===== config.mk =====
export PLATFORM = sky130hd
export DESIGN_NAME = uart_tx_arbiter
export DESIGN_NICKNAME = d
export VERILOG_FILES = /design/src/rtl/uart_ctrl_pkg.sv /design/src/rtl/uart_rr_picker.sv /design/src/rtl/uart_tx_arbiter.sv
export SDC_FILE = /design/constraint.sdc
export NUM_CORES = 1
export LEC_CHECK = 0
export BUFFER_PORTS_ARGS = -buffer_cell sky130_fd_sc_hd__buf_2
export CAP_MARGIN = 40
export CELL_PAD_IN_SITES_DETAIL_PLACEMENT = 1
export CELL_PAD_IN_SITES_GLOBAL_PLACEMENT = 1
export CORE_MARGIN = 3
export CORE_UTILIZATION = 29
export DETAILED_ROUTE_END_ITERATION = 8
export PLACE_DENSITY_LB_ADDON = 0.1
export SYNTH_ARGS = -nofsm -noshare
export SYNTH_HDL_FRONTEND = slang
export SYNTH_SLANG_ARGS = --single-unit

===== constraint.sdc =====
create_clock -name CLOCK_50 -period 4.5 [get_ports CLOCK_50]
set_input_delay 0.225 -clock CLOCK_50 [delete_from_list [all_inputs] [get_ports CLOCK_50]]
set_output_delay 0.225 -clock CLOCK_50 [all_outputs]
set_load 0.05 [all_outputs]

===== src/rtl/uart_ctrl_pkg.sv =====
// Shared state encoding and constants for the UART transmit arbiter.
package uart_ctrl_pkg;

  localparam int BYTE_W    = 8;
  localparam int N_REQ_DEF = 4;

  typedef enum logic [1:0] {
    IDLE      = 2'd0,
    SEND      = 2'd1,
    WAIT_ACK  = 2'd2,
    WAIT_DONE = 2'd3
  } arb_state_e;

  // Bits needed for a counter holding 0..max_val; never narrower than one bit.
  function automatic int cnt_width(input int max_val);
    int w;
    w = $clog2(max_val + 1);
    return (w < 1) ? 1 : w;
  endfunction

endpackage


===== src/rtl/uart_rr_picker.sv =====
// Combinational round-robin picker: first set bit of req searching upward from ptr+1.
module uart_rr_picker
  import uart_ctrl_pkg::*;
#(
  parameter int N_REQ = N_REQ_DEF,
  parameter int PTR_W = $clog2(N_REQ)
) (
  input  logic [N_REQ-1:0] req,
  input  logic [PTR_W-1:0] ptr,
  output logic [N_REQ-1:0] win,
  output logic             any
);

  logic [PTR_W-1:0] cand;

  // Candidates visited in priority order; the last owner (ptr itself) comes last.
  always_comb begin
    win  = '0;
    any  = 1'b0;
    cand = '0;
    for (int k = 1; k <= N_REQ; k++) begin
      cand = PTR_W'((int'(ptr) + k) % N_REQ);
      for (int j = 0; j < N_REQ; j++) begin
        if (!any && req[j] && (cand == PTR_W'(j))) begin
          win[j] = 1'b1;
          any    = 1'b1;
        end
      end
    end
  end

endmodule


===== src/rtl/uart_tx_arbiter.sv =====
// Packet-level round-robin sharing of one UART transmitter among N_REQ byte streams,
// paced by the transmitter's busy flag, with an idle-timeout on stalled owners.
module uart_tx_arbiter
  import uart_ctrl_pkg::*;
#(
  parameter int N_REQ        = N_REQ_DEF,
  parameter int IDLE_TIMEOUT = 1024
) (
  input  logic                    CLOCK_50,
  input  logic                    rst,
  input  logic [N_REQ-1:0]        req_valid,
  input  logic [BYTE_W*N_REQ-1:0] req_data,
  input  logic [N_REQ-1:0]        req_last,
  output logic [N_REQ-1:0]        req_ready,
  output logic [N_REQ-1:0]        grant,
  output logic [N_REQ-1:0]        timeout_err,
  output logic                    tx_start,
  output logic [BYTE_W-1:0]       tx_data,
  input  logic                    tx_busy,
  output logic                    arb_busy
);

  localparam int               PTR_W   = $clog2(N_REQ);
  localparam int               CNT_W   = cnt_width(IDLE_TIMEOUT);
  localparam bit               TO_EN   = (IDLE_TIMEOUT > 0);
  localparam logic [CNT_W-1:0] CNT_MAX = '1;
  localparam logic [CNT_W-1:0] CNT_LIM = TO_EN ? CNT_W'(IDLE_TIMEOUT - 1) : '0;

  arb_state_e         state_q, state_d;
  logic [PTR_W-1:0]   rr_ptr_q, rr_ptr_d;
  logic [PTR_W-1:0]   owner_q, owner_d;
  logic [CNT_W-1:0]   cnt_q, cnt_d;
  logic               last_q, last_d;
  logic [N_REQ-1:0]   grant_q, grant_d;
  logic [N_REQ-1:0]   req_ready_q, req_ready_d;
  logic [N_REQ-1:0]   timeout_err_q, timeout_err_d;
  logic               tx_start_q, tx_start_d;
  logic [BYTE_W-1:0]  tx_data_q, tx_data_d;
  logic               arb_busy_q, arb_busy_d;

  logic [N_REQ-1:0]   pick_win;
  logic               pick_any;
  logic [PTR_W-1:0]   pick_idx;
  logic               own_valid;
  logic               own_last;
  logic [BYTE_W-1:0]  own_byte;

  uart_rr_picker #(
    .N_REQ (N_REQ),
    .PTR_W (PTR_W)
  ) u_picker (
    .req (req_valid),
    .ptr (rr_ptr_q),
    .win (pick_win),
    .any (pick_any)
  );

  always_comb begin
    pick_idx = '0;
    for (int j = 0; j < N_REQ; j++) begin
      if (pick_win[j]) pick_idx = PTR_W'(j);
    end
  end

  // Only the current owner's slice is ever looked at while a grant is held.
  always_comb begin
    own_valid = 1'b0;
    own_last  = 1'b0;
    own_byte  = '0;
    for (int j = 0; j < N_REQ; j++) begin
      if (owner_q == PTR_W'(j)) begin
        own_valid = req_valid[j];
        own_last  = req_last[j];
        own_byte  = req_data[j*BYTE_W +: BYTE_W];
      end
    end
  end

  always_comb begin
    state_d       = state_q;
    rr_ptr_d      = rr_ptr_q;
    owner_d       = owner_q;
    cnt_d         = cnt_q;
    last_d        = last_q;
    grant_d       = grant_q;
    tx_data_d     = tx_data_q;
    req_ready_d   = '0;
    timeout_err_d = '0;
    tx_start_d    = 1'b0;

    case (state_q)
      IDLE: begin
        if (pick_any) begin
          grant_d = pick_win;
          owner_d = pick_idx;
          cnt_d   = '0;
          state_d = SEND;
        end
      end

      SEND: begin
        // An offered byte wins over an expiring timeout in the same cycle.
        if (own_valid && !tx_busy) begin
          tx_data_d   = own_byte;
          last_d      = own_last;
          tx_start_d  = 1'b1;
          req_ready_d = grant_q;
          state_d     = WAIT_ACK;
        end else if (TO_EN && (cnt_q == CNT_LIM)) begin
          timeout_err_d = grant_q;
          grant_d       = '0;
          rr_ptr_d      = owner_q;
          state_d       = IDLE;
        end else if (!own_valid && (cnt_q != CNT_MAX)) begin
          cnt_d = cnt_q + 1'b1;
        end
      end

      WAIT_ACK: begin
        if (tx_busy) state_d = WAIT_DONE;
      end

      WAIT_DONE: begin
        if (!tx_busy) begin
          if (last_q) begin
            grant_d  = '0;
            rr_ptr_d = owner_q;
            state_d  = IDLE;
          end else begin
            cnt_d   = '0;
            state_d = SEND;
          end
        end
      end

      default: state_d = IDLE;
    endcase

    arb_busy_d = (state_d != IDLE);
  end

  always_ff @(posedge CLOCK_50 or negedge rst) begin
    if (!rst) begin
      state_q       <= IDLE;
      rr_ptr_q      <= PTR_W'(N_REQ - 1);
      owner_q       <= '0;
      cnt_q         <= '0;
      last_q        <= 1'b0;
      grant_q       <= '0;
      req_ready_q   <= '0;
      timeout_err_q <= '0;
      tx_start_q    <= 1'b0;
      tx_data_q     <= '0;
      arb_busy_q    <= 1'b0;
    end else begin
      state_q       <= state_d;
      rr_ptr_q      <= rr_ptr_d;
      owner_q       <= owner_d;
      cnt_q         <= cnt_d;
      last_q        <= last_d;
      grant_q       <= grant_d;
      req_ready_q   <= req_ready_d;
      timeout_err_q <= timeout_err_d;
      tx_start_q    <= tx_start_d;
      tx_data_q     <= tx_data_d;
      arb_busy_q    <= arb_busy_d;
    end
  end

  assign req_ready   = req_ready_q;
  assign grant       = grant_q;
  assign timeout_err = timeout_err_q;
  assign tx_start    = tx_start_q;
  assign tx_data     = tx_data_q;
  assign arb_busy    = arb_busy_q;

endmodule


==> results.md <==
* Drt wl/cell at 16.47 um
* Hold_buf cts at 1
* Die width at 92.45 um
* Final Setup Violations at 0
* Critical-path top delay cell: dfrtp_1
* Detail Placement HPWL at 4.461 mm
* P per Cell Area at 627.2 nW/um^2
* Normalized max-slew margin at 44.71%
* XOR/XNOR Fraction of Synth Area at 0%
* Clk_lat worst skew at 0.29 ns
* Outcome: completed
* CP Buf/Inv Count at 0
* WP data required at 4.72 ns
* Hold crit path type: in -> reg
* Clock root buffer: clkbuf_8
* RR Startpoint: owner_q[0]
* Synth Register Bits at 40
* Fin Setup TNS at 0 ns
* Clk pin slew, worst setup/hold paths at 0.08 ns
* Post-CTS sizing at 0
* Total track usage at 14.14%
* Synth top area share at 43.88%
* Drc violations at 0
* Area growth from synthesis to layout at 23.90%
* Final period util at 57.19%
* Drt total wl at 5.765 mm
* Initial antenna violation count at 0
* Synth Instances at 188
* Placement Rows at 30
* Multi-input logic area at 1104 um^2
* Count of pins over their slew limit at 0
* RSZ-0062 raised after global routing: no
* Maximum number of pins on one net before global-route repair at 25
* Syn Std Cell Area at 2167 um^2
* Nets at 297
* Ys Warns at 0
* # diodes at 0
* Synth top area cells: dfrtp_1 (44%), mux4_2 (10%), mux2_2 (7.3%)
* Yosys top cell by area: dfrtp_1
* Synthesized area per cell at 11.53 um^2
* Critical Path Max Stage Delay at 0.89 ns
* Placed inst area at 2582 um^2
* Worst R2R Setup Slack at 1.93 ns
* Leak pwr at 1.236 nW
* Post-CTS Setup Inserts at 0
* Largest family of logic cells by synthesized area: multiplexers
* IO buf count at 64
* Initial Util at 30.87%
* Area of the die at 8546 um^2
* CP Data Arrival Time at 2.79 ns
* Setup crit end kind: register
* Pwr Total at 0.001684 W
* GPL Wtd Cong at 0.7387
* Worst hold path startpoint: tx_busy
* Clock Sinks at 40
* Min Tclk post-route at 2.574 ns
* Crit path max fanout at 16
* Fin Clk Skew at 0.002843 ns
* Core area at 7019 um^2
* Layout cells sized above 1 at 40.94%
* WS Path Type: reg -> reg
* Routed Antenna Nets at 0
* Yosys cell types at 44
* Peak supply drop at 0.0001654 V
* Synthesized net count at 232
* Post-route design area at 2685 um^2
* Vias at 1770
* Vias per cell at 5.057
* Final hold vios at 0
* First-pass iteration count of the detailed router at 4
* CTS tree: yes
* Io pins at 65
* Die Y at 92.45 um
* Worst Tran Pin Value at 0.8293 ns
* Synth Area in Adders at 0.5774%
* Reg area at 1003 um^2
* Inserted Clock Buffers at 5
* First DRT Iteration DRCs at 40
* Total global routing overflow at 0
* F_max at 0.3885 GHz
* Max cap viols at 0
* Fillcell total at 809
* Vias in the first global route at 1840
* First-pass GRT wire length at 9.570 mm
* Deepest clock path buffer count at 2
* Post-synthesis sequential area ratio at 46.30%
* Mux cell area share after synthesis at 19.98%
* Crit path max-delay family: flip-flops
* Startpoint types: register
* CP Cell Sequence: mux4_2, a31o_1, or4_1, a21oi_1
* Complex-gate fraction of the synthesized area at 14.20%
* Simple-gate area share of the yosys netlist at 16.17%
* Beginning of the critical path: owner_q[0]
* Htree depth at 2
report_power, final:
group	leakage [nW]	internal [W]	switching, W
sequential	0.513	0.000471	0.000138
combinational	0.671	0.000318	0.000506
clock	0.0510	0.000123	0.000129
sequential cells by signal, summed over array words and instances (netlist names):
signal       cells
tx_data          8
rr_ptr_q         2
arb_busy         1
req_ready        4
timeout_err      4
owner_q          2
grant            4
state_q          2
tx_start         1
cnt_q           11
last_q           1
synth_stat cells, drive strengths merged:
| cell type | count |
|---|---|
| nand2b | 3 |
| dfstp | 2 |
| o221ai | 2 |
| nor4 | 2 |
| a22o | 1 |
| a21oi | 9 |
| a21boi | 1 |
| ha | 1 |
| mux2i | 5 |
| nand4b | 2 |
| inv | 2 |
| and2 | 7 |
| nor4bb | 1 |
| o21a | 2 |
| a31o | 1 |
| mux2 | 14 |
| or3 | 1 |
| o22ai | 3 |
| dfrtp | 38 |
| o31ai | 3 |
| o2bb2ai | 4 |
| a221oi | 1 |
| a2bb2oi | 2 |
| mux4 | 10 |
| a21o | 1 |
| or2 | 3 |
| and3 | 6 |
| buf | 3 |
| o21ai | 5 |
| nand3 | 9 |
| nand2 | 12 |
| a22oi | 1 |
| clkbuf | 6 |
| a31oi | 3 |
| and4 | 1 |
| a32o | 1 |
| or4 | 5 |
| nor2b | 2 |
| nor2 | 9 |
| o211ai | 3 |
| a2111o | 1 |
cell families (layout without fill, tap and decap cells):
logic type      Yosys count  after routing
fa+ha+maj                 1              1
flops                    40             40
mux                      29             29
simple gates             63             63
compound gates           44             44
buf+inv                  11             77
stage by stage:
| stage | hold slack (ns) | utilization [%] | cells | setup slack, ns |
|---|---|---|---|---|
| after floorplan | -0.07059 | - | 188 | 2.546 |
| after global placement | 0.4267 | 36.40 | 339 | 1.891 |
| after detailed placement | 0.1911 | 36.79 | 341 | 1.906 |
| after CTS | 0.2635 | 38.25 | 350 | 1.885 |
| after global routing | 0.2792 | 38.25 | 350 | 1.720 |
| final | 0.2694 | 38.25 | 350 | 1.926 |
worst paths after layout:
| kind | to | cells after the start |
|---|---|---|
| max | cnt_q[5] | 4 |
| max reg2reg | cnt_q[5] | 4 |
| min reg2reg | cnt_q[6] | 1 |
| min | state_q[1] | 3 |
| max in group asynchronous | rr_ptr_q[1] | 3 |
| min in group asynchronous | owner_q[1] | 2 |
layout make-up:
| type | instances | area share (%) |
|---|---|---|
| multi-input cells | 137 | 41.10 |
| repair buffers | 67 | 13.33 |
| flip-flops and latches | 40 | 37.37 |
| well taps | 96 | 4.473 |
| clock buffers | 6 | 3.075 |
| clock inverters | 2 | 0.3728 |
| inverters | 2 | 0.2796 |
worst reg2reg max path: cells and delay by family (launching register included):
kind,cells,cell delay (ns)
AND/OR/NAND/NOR,1,0.51
flip-flops,1,0.89
AO/OA/AOI/OAI,2,0.48
multiplexers,1,0.63
per-layer routing:
layer  wire length, um  track usage, %
met4                60           4.455
met3               287           2.924
met1              2645           18.93
met2              2771           22.90
met5                 0               0
layout by cell type, fill, tap and decap left out, types with 4 or more instances in the layout:
cell type | synthesis | routed
buf_2 | 1 | 64
dfrtp_1 | 38 | 38
mux2_2 | 14 | 14
nand2_1 | 12 | 12
mux4_2 | 10 | 10
nand3_1 | 9 | 9
a21oi_1 | 9 | 9
nor2_1 | 8 | 8
and2_1 | 7 | 7
and3_1 | 6 | 6
clkbuf_8 | 0 | 6
mux2i_1 | 5 | 5
o21ai_0 | 5 | 5
or4_1 | 5 | 5
o2bb2ai_1 | 4 | 4
(Power assumes the default switching activity.)
